--- config.mk ---
export PLATFORM = sky130hd
export DESIGN_NAME = instruction_fetch
export DESIGN_NICKNAME = d
export VERILOG_FILES = /design/src/rtl/instruction_fetch.sv
export SDC_FILE = /design/constraint.sdc
export NUM_CORES = 1
export LEC_CHECK = 0
export CORE_ASPECT_RATIO = 1.4
export CORE_MARGIN = 5
export CORE_UTILIZATION = 51
export CTS_CLUSTER_DIAMETER = 120
export CTS_CLUSTER_SIZE = 12
export DETAILED_ROUTE_END_ITERATION = 7
export GPL_ROUTABILITY_DRIVEN = 0
export PLACE_DENSITY_LB_ADDON = 0.3
export SLEW_MARGIN = 30
export SYNTH_ARGS = -nofsm -noshare
export SYNTH_HDL_FRONTEND = slang
export SYNTH_SLANG_ARGS = --single-unit
--- constraint.sdc ---
create_clock -name clk -period 2.7 [get_ports clk]
set_clock_uncertainty 0.15 [all_clocks]
set_input_delay 0.54 -clock clk [delete_from_list [all_inputs] [get_ports clk]]
set_output_delay 0.54 -clock clk [all_outputs]
set_load 0.02 [all_outputs]
--- src/rtl/instruction_fetch.sv ---
// instruction_fetch: IF stage of the 5-stage LEGv8 pipeline.
// Owns the PC and the IF/ID register, fetches over a req/ack instruction
// memory port with variable latency, holds on pc_stall, flushes on redirect.
// Optional feature macro: FETCH_PERF_EN (fetch_count / stall_cycles counters).
module instruction_fetch #(
    parameter logic [63:0] RESET_PC     = 64'h0,
    parameter logic [31:0] BUBBLE_INSTR = 32'h0
) (
    input  logic        clk,
    input  logic        reset,
    input  logic        pc_stall,
    input  logic        redirect,
    input  logic [63:0] branch_target,
    output logic        imem_req,
    output logic [63:0] imem_addr,
    input  logic        imem_ack,
    input  logic [31:0] imem_rdata,
    output logic [31:0] instruction_ID,
    output logic [63:0] pc_ID,
    output logic        valid_ID,
    output logic [31:0] fetch_count,
    output logic [31:0] stall_cycles
);

    localparam logic [1:0] S_REQ   = 2'd0;
    localparam logic [1:0] S_HOLD  = 2'd1;
    localparam logic [1:0] S_DRAIN = 2'd2;

    logic [1:0]  r_state;
    logic [63:0] r_pc;
    logic [63:0] r_drain_addr;
    logic [31:0] r_hold_instr;
    logic [63:0] r_hold_pc;
    logic [31:0] r_instr;
    logic [63:0] r_pc_id;
    logic        r_valid;

    logic [1:0]  w_state_nxt;
    logic [63:0] w_pc_nxt;
    logic [63:0] w_drain_nxt;
    logic [31:0] w_hold_instr_nxt;
    logic [63:0] w_hold_pc_nxt;
    logic [31:0] w_instr_nxt;
    logic [63:0] w_pc_id_nxt;
    logic        w_valid_nxt;
    logic [63:0] w_target;

    // Branch targets are forced to word alignment.
    assign w_target = branch_target & 64'hFFFF_FFFF_FFFF_FFFC;

    // Reset kills the request in the same cycle so a pending fetch is abandoned.
    assign imem_req  = !reset && ((r_state == S_REQ) || (r_state == S_DRAIN));
    // DRAIN keeps the flushed address on the bus until its ack arrives.
    assign imem_addr = (r_state == S_DRAIN) ? r_drain_addr : r_pc;

    assign instruction_ID = r_instr;
    assign pc_ID          = r_pc_id;
    assign valid_ID       = r_valid;

    // Next-state logic: redirect first, then the per-state fetch/stall rules.
    always_comb begin
        w_state_nxt      = r_state;
        w_pc_nxt         = r_pc;
        w_drain_nxt      = r_drain_addr;
        w_hold_instr_nxt = r_hold_instr;
        w_hold_pc_nxt    = r_hold_pc;
        w_instr_nxt      = r_instr;
        w_pc_id_nxt      = r_pc_id;
        w_valid_nxt      = r_valid;
        if (redirect) begin
            w_pc_nxt         = w_target;
            w_instr_nxt      = BUBBLE_INSTR;
            w_valid_nxt      = 1'b0;
            w_hold_instr_nxt = 32'h0;
            w_hold_pc_nxt    = 64'h0;
            case (r_state)
                S_REQ: begin
                    if (imem_ack) begin
                        w_state_nxt = S_REQ;
                    end else begin
                        // The outstanding request must still complete; discard it.
                        w_state_nxt = S_DRAIN;
                        w_drain_nxt = r_pc;
                    end
                end
                S_HOLD:  w_state_nxt = S_REQ;
                S_DRAIN: w_state_nxt = S_DRAIN;
                default: w_state_nxt = S_REQ;
            endcase
        end else begin
            case (r_state)
                S_REQ: begin
                    if (imem_ack) begin
                        w_pc_nxt = r_pc + 64'd4;
                        if (pc_stall) begin
                            w_hold_instr_nxt = imem_rdata;
                            w_hold_pc_nxt    = r_pc;
                            w_state_nxt      = S_HOLD;
                        end else begin
                            w_instr_nxt = imem_rdata;
                            w_pc_id_nxt = r_pc;
                            w_valid_nxt = 1'b1;
                        end
                    end else if (!pc_stall) begin
                        w_instr_nxt = BUBBLE_INSTR;
                        w_valid_nxt = 1'b0;
                    end else begin
                        w_valid_nxt = r_valid;
                    end
                end
                S_HOLD: begin
                    if (!pc_stall) begin
                        w_instr_nxt = r_hold_instr;
                        w_pc_id_nxt = r_hold_pc;
                        w_valid_nxt = 1'b1;
                        w_state_nxt = S_REQ;
                    end else begin
                        w_state_nxt = S_HOLD;
                    end
                end
                S_DRAIN: begin
                    if (imem_ack) begin
                        w_state_nxt = S_REQ;
                    end else begin
                        w_state_nxt = S_DRAIN;
                    end
                end
                default: w_state_nxt = S_REQ;
            endcase
        end
    end

    // PC, FSM, holding buffer and IF/ID register update.
    always_ff @(posedge clk) begin
        if (reset) begin
            r_state      <= S_REQ;
            r_pc         <= RESET_PC;
            r_drain_addr <= 64'h0;
            r_hold_instr <= 32'h0;
            r_hold_pc    <= 64'h0;
            r_instr      <= BUBBLE_INSTR;
            r_pc_id      <= 64'h0;
            r_valid      <= 1'b0;
        end else begin
            r_state      <= w_state_nxt;
            r_pc         <= w_pc_nxt;
            r_drain_addr <= w_drain_nxt;
            r_hold_instr <= w_hold_instr_nxt;
            r_hold_pc    <= w_hold_pc_nxt;
            r_instr      <= w_instr_nxt;
            r_pc_id      <= w_pc_id_nxt;
            r_valid      <= w_valid_nxt;
        end
    end

`ifdef FETCH_PERF_EN
    logic [31:0] r_fetch_count;
    logic [31:0] r_stall_cycles;
    logic        w_load_valid;

    // A valid IF/ID load happens on a direct fetch or on release of HOLD.
    assign w_load_valid = !redirect && !pc_stall &&
                          (((r_state == S_REQ) && imem_ack) || (r_state == S_HOLD));

    // Performance counters, wrapping at 2^32.
    always_ff @(posedge clk) begin
        if (reset) begin
            r_fetch_count  <= 32'd0;
            r_stall_cycles <= 32'd0;
        end else begin
            if (w_load_valid) begin
                r_fetch_count <= r_fetch_count + 32'd1;
            end
            if (pc_stall) begin
                r_stall_cycles <= r_stall_cycles + 32'd1;
            end
        end
    end

    assign fetch_count  = r_fetch_count;
    assign stall_cycles = r_stall_cycles;
`else
    assign fetch_count  = 32'd0;
    assign stall_cycles = 32'd0;
`endif

endmodule

# Word-level counts from Yosys, hierarchy flattened
# Cells that the tools add are included.
dict set report classes {
  shifts 0
  order_cmp 0
  mul 0
  reduce_logical 16
  add_sub_neg 1
  div_mod_pow 0
  eq_ne 8
  n_bitwise 2
  muxes 24
}
# cell n
set ops {}
lappend ops {{$mux 64} 7}
lappend ops {{$mux 32} 4}
lappend ops {{$pmux 64 s2} 1}
lappend ops {{$add 64x3->64 const B} 1}
lappend ops {{$pmux 32 s2} 1}
lappend ops {{$ne 3x3->1 const B} 3}
lappend ops {{$reduce_and 3->1} 3}
lappend ops {{$mux 2} 4}
lappend ops {{$reduce_and 2->1} 4}
lappend ops {{$ne 2x2->1 const B} 3}
lappend ops {{$pmux 2 s3} 1}
lappend ops {{$reduce_bool 2->1} 3}
lappend ops {{$reduce_and 5->1} 1}
lappend ops {{$mux 1} 4}
lappend ops {{$pmux 2 s2} 1}
lappend ops {{$eq 2x1->1 const B} 1}
lappend ops {{$eq 2x2->1 const B} 1}
lappend ops {{$logic_not 2->1} 1}
lappend ops {{$not 1->1} 2}
lappend ops {{$pmux 1 s2} 1}
lappend ops {{$reduce_or 2->1} 1}
lappend ops {{$logic_and 1x1->1} 1}
lappend ops {{$logic_not 1->1} 1}
lappend ops {{$logic_or 1x1->1} 1}
dict set report totals {
  mem_count 0
  output_inout_bits 226
  in_bits 101
  elab_cells 60
  ramBits 0
  latch_bits 0
  rom_bits 0
  register_bits 323
}

# Longest topological paths before layout
dict set report logic_depth {
  word_depth 4
  depth_mapped 8
  mapped_depth_nobuf 6
}

# Worst setup path before layout
# Ideal clock, no wire load.
dict set report synth_path {
  kind {input-to-reg}
  start {in imem_ack}
  end {reg r_pc[51]}
  path_buffers 1
  required_ns 2.459
  setup_slack_ns 0.244
  cell_stages 6
  setup_time_ns 0.091
  arrival_time_ns 2.216
  path_cell_list {buf_4 -> nor3b_4 -> nand4_2 -> or4_4 -> or4_1 -> a311oi_1}
}
dict set report synth_between {
  elab_chain_len 2
}
# element line_no
set synth_lines {}
lappend synth_lines {{from (decl)} 16} ;# input logic imem_ack,
lappend synth_lines {{$reduce_bool 2->1 (no source line)} --}
lappend synth_lines {{$reduce_and 2->1 (no source line)} --}
lappend synth_lines {{to (signal assigned)} 146} ;# r_pc <= w_pc_nxt;
lappend synth_lines {{to (decl)} 30} ;# logic [63:0] r_pc;
# Every way passes these cells.
# A chain may end at the register's enable or synchronous reset.

# Worst setup path after layout
dict set report layout_path {
  start {reg r_state[1]}
  end {out imem_addr[5]}
}
dict set report layout_between {
  elab_chain_len 2
}
# element line_no
set layout_lines {}
lappend layout_lines {{from (decl)} 29} ;# logic [1:0] r_state;
lappend layout_lines {{from (signal assigned)} 145} ;# r_state <= w_state_nxt;
lappend layout_lines {{$eq 2x2->1} 54} ;# assign imem_addr = (r_state == S_DRAIN) ? r_drain_addr : r_pc;
lappend layout_lines {{$mux 64} 54}
lappend layout_lines {{to (decl)} 15} ;# output logic [63:0] imem_addr,
# Every way passes these cells.

==> flow_summary.yaml <==
run_status:
  status: "complete, no violations"
cells_and_area:
  most-common-layout-cells: "nand2_1, dfxtp_1, clkdlybuf4s50_1"
  n_antenna_cell: 0
  finalInstanceArea_um2: 18700
  regArea_um2: 6310
  drive_above_1_share: 0.148
  nNetsFinal: 2221
  multi_input_area_um2: 7520
  final.fill_count: 2530
  final_cells: 2499
  syn_to_final_growth_pct: 26.0
  mostFrequentLayoutCell: "nand2_1"
  final_core_util: 0.645
clock_tree:
  postCtsHoldBufs: 0
  path_clk_slew_ns: 0.06
  worstSkewPairLatency_ns: 0.56
  cts_root_buf: "clkbuf_16"
  cts_buffers: 30
  cts_tree: "done"
  cts_buffer_depth: 3
  cts_htree_levels: 1
  cts_sinks: 315
route:
  drtIter0Drc: 1001
  final_antenna_net_count: 0
  dr_total_vias: 14300
  wirelength_um: 46100
  first_pass_iters: 5
  drc_errors: 0
  wl_per_cell_um: 18.5
  via_per_inst: 5.71
global_route:
  grt_max_degree: 117
  antenna_found_initial: 0
  grt_use_total: 0.264
  grt_pass1_wl_um: 71000
  grt_overflow: 0
  grt_pass1_vias: 13300
timing:
  fmaxAchievable_mhz: 375
  setup_slack_ns: 0.0333
  rsz0062_at_grt: "true"
  setup_viol: 0
  fin_crit_ns: 2.67
  drv_slew: 0
  worst_slew_pin_slew_ns: 0.627
  hold_viol_final: 0
  final.setup.tns_ns: 0
  slew_headroom: 0.582
  fin_crit_sh: 0.988
synth:
  ys_async_sr_fraction: 0
  ys_warn_count: 0
  synth_xor_area_frac: 0.0236
  synth_fa_ha_area_frac: 0.000843
  synth_mux_area_frac: 0.0489
  synth-edff-count: 0
  ys_ff_latch: 315
  synth_top_family_by_area: "simple AND/OR/NAND/NOR gates"
  synth_compound_area_frac: 0.152
  synthSimpleGateAreaFrac: 0.260
  synth.avg_cell_area_um2: 7.84
  syn_area_um2: 14800
  yosysSeqAreaShare: 0.425
  syn_inst: 1893
  synth_cell_type_count: 57
  synth_ff_type: "dfxtp_1"
die:
  die_height_um: 212
  ioPinCount: 327
  num_rows: 74
  dieArea_um2: 32700
  die_w_um: 154
  initial_core_util: 0.512
  core-area_um2: 29000
critical_path:
  critPathKind: "register to output port"
  crit_fanout: 14
  reg2reg_depth: 7
  r2r_setup_slack_ns: 0.24
  r2r_end: "r_pc[57]$_SDFFE_PP0P_"
  end_kind: "output port"
  critPathLaunchType: "register"
  critPathRequiredTime_ns: 2.01
  cp.arrival_ns: 1.98
  worstReg2RegStart: "r_state[0]$_SDFFE_PP0P_"
placed_design:
  dp_hpwl_um: 31600
  io_buffer_count: 256
  post_dp_cell_area_um2: 18100
  dpl.cell_count: 2460
  pre_cts_ws_ns: -0.258
power_and_ir_drop:
  powerDensity_nw_per_um2: 558
  leakage_nw: 6.78
  vdd_drop_max_v: 0.000481
flow_run:
  maxCapViolCount: 0
min_path:
  worstHoldStart: "reset"
  min_to: "r_state[1]$_SDFFE_PP0P_"
  worstHoldPathCells: 3
  hp-class: "input port to register"
-- cell type report --
class                      instances  area share
clock buffer                      31      0.0415
clock inverter                     1    0.000602
inverter                          11     0.00221
multi-input combinational       1377       0.402
sequential                       315       0.337
tap                              380      0.0254
timing repair buffer             384       0.191
-- report_power, final --
| part | switching (mW) | internal, mW | total [mW] |
|---|---|---|---|
| registers | 0.141 | 4.83 | 4.97 |
| logic | 1.04 | 0.717 | 1.76 |
| clock network | 1.69 | 2.01 | 3.70 |
-- critical path, stage by stage, from the launching register on --
cell and delay (ns):
dfxtp_1 0.33, nor2b_4 0.19, buf_6 0.15, buf_16 0.15, mux2_2 0.34, clkdlybuf4s15_2 0.25
-- Yosys cell counts (2+ instances only) --
| cell | count | area share |
|---|---|---|
| nor3_1 | 9 | 0.0030 |
| or4_4 | 2 | 0.0015 |
| clkbuf_2 | 3 | 0.0010 |
| xnor2_1 | 10 | 0.0059 |
| nand4_2 | 2 | 0.0017 |
| a211oi_1 | 36 | 0.018 |
| dfxtp_1 | 315 | 0.42 |
| o21ai_0 | 14 | 0.0047 |
| buf_2 | 28 | 0.0094 |
| buf_4 | 72 | 0.036 |
| nor2_1 | 160 | 0.040 |
| nor2b_1 | 3 | 0.0013 |
| and3_1 | 11 | 0.0046 |
| nand4_1 | 40 | 0.017 |
| clkbuf_1 | 142 | 0.036 |
| nor4b_1 | 2 | 0.0012 |
| nor4_1 | 14 | 0.0059 |
| o31ai_1 | 5 | 0.0025 |
| mux2i_1 | 5 | 0.0034 |
| or4_1 | 7 | 0.0035 |
| nand3_1 | 53 | 0.018 |
| a2111oi_0 | 3 | 0.0018 |
| a311oi_1 | 98 | 0.058 |
| xor2_1 | 30 | 0.018 |
| or3_1 | 7 | 0.0030 |
| buf_1 | 12 | 0.0030 |
| nor4_4 | 6 | 0.0086 |
| mux2_2 | 60 | 0.046 |
| inv_1 | 10 | 0.0025 |
| nand2b_1 | 2 | 0.00084 |
| nand2_1 | 515 | 0.13 |
| o211ai_1 | 5 | 0.0025 |
| and4_1 | 14 | 0.0083 |
| and2_1 | 6 | 0.0025 |
| a21oi_1 | 166 | 0.056 |
| o31a_1 | 2 | 0.0012 |
| a2111oi_2 | 4 | 0.0040 |
-- cell families after synthesis --
family,Yosys count
xor+xnor,40
buf+inv,268
simple gates,864
compound gates,339
other cells,1
mux,65
fa+ha+maj,1
flops,315
-- flip-flops by register name, summed over array words and instances (netlist names) --
signal,cells
instruction_ID,32
pc_ID,62
r_drain_addr,62
r_hold_instr,32
r_hold_pc,62
r_pc,62
r_state,2
valid_ID,1
-- worst max path at each step --
stage | startpoint | to | cells past startpoint
2_1_floorplan | imem_ack | r_pc[51]$_SDFFE_PP0P_ | 6
3_3_place_gp | imem_ack | r_pc[42]$_SDFFE_PP0P_ | 6
3_5_place_dp | imem_ack | r_pc[42]$_SDFFE_PP0P_ | 6
4_1_cts | r_state[1]$_SDFFE_PP0P_ | imem_addr[40] | 4
5_1_grt | r_state[1]$_SDFFE_PP0P_ | imem_addr[13] | 5
6_report | r_state[1]$_SDFFE_PP0P_ | imem_addr[5] | 5
-- through the flow --
| stage | hold WS (ns) | total power [mW] |
|---|---|---|
| 6_report | 0.128 | 10.4 |
| 5_1_grt | 0.140 | 10.8 |
| 4_1_cts | 0.108 | 10.5 |
| 3_5_place_dp | 0.295 | 6.85 |
| 3_3_place_gp | 0.288 | 6.82 |
| 2_1_floorplan | 0.283 | 6.11 |
-- routing by layer --
metal,part of all wire,vias to the layer above,global-route usage,wire length [µm]
li1,-,6783,-,-
met1,0.39,6695,0.328,17800
met2,0.50,670,0.457,22900
met3,0.074,118,0.0358,3410
met4,0.045,0,0.117,2060
met5,0,-,0,0
-- what timing repair did --
| action | in CTS | in global routing |
|---|---|---|
| pin swaps | 0 | 0 |
| buffers inserted | 2 | 2 |
| gates cloned | 1 | 2 |
| gates resized for setup | 187 | 58 |
| setup endpoints to repair | 63 | 57 |
(Power assumes the default switching activity.)
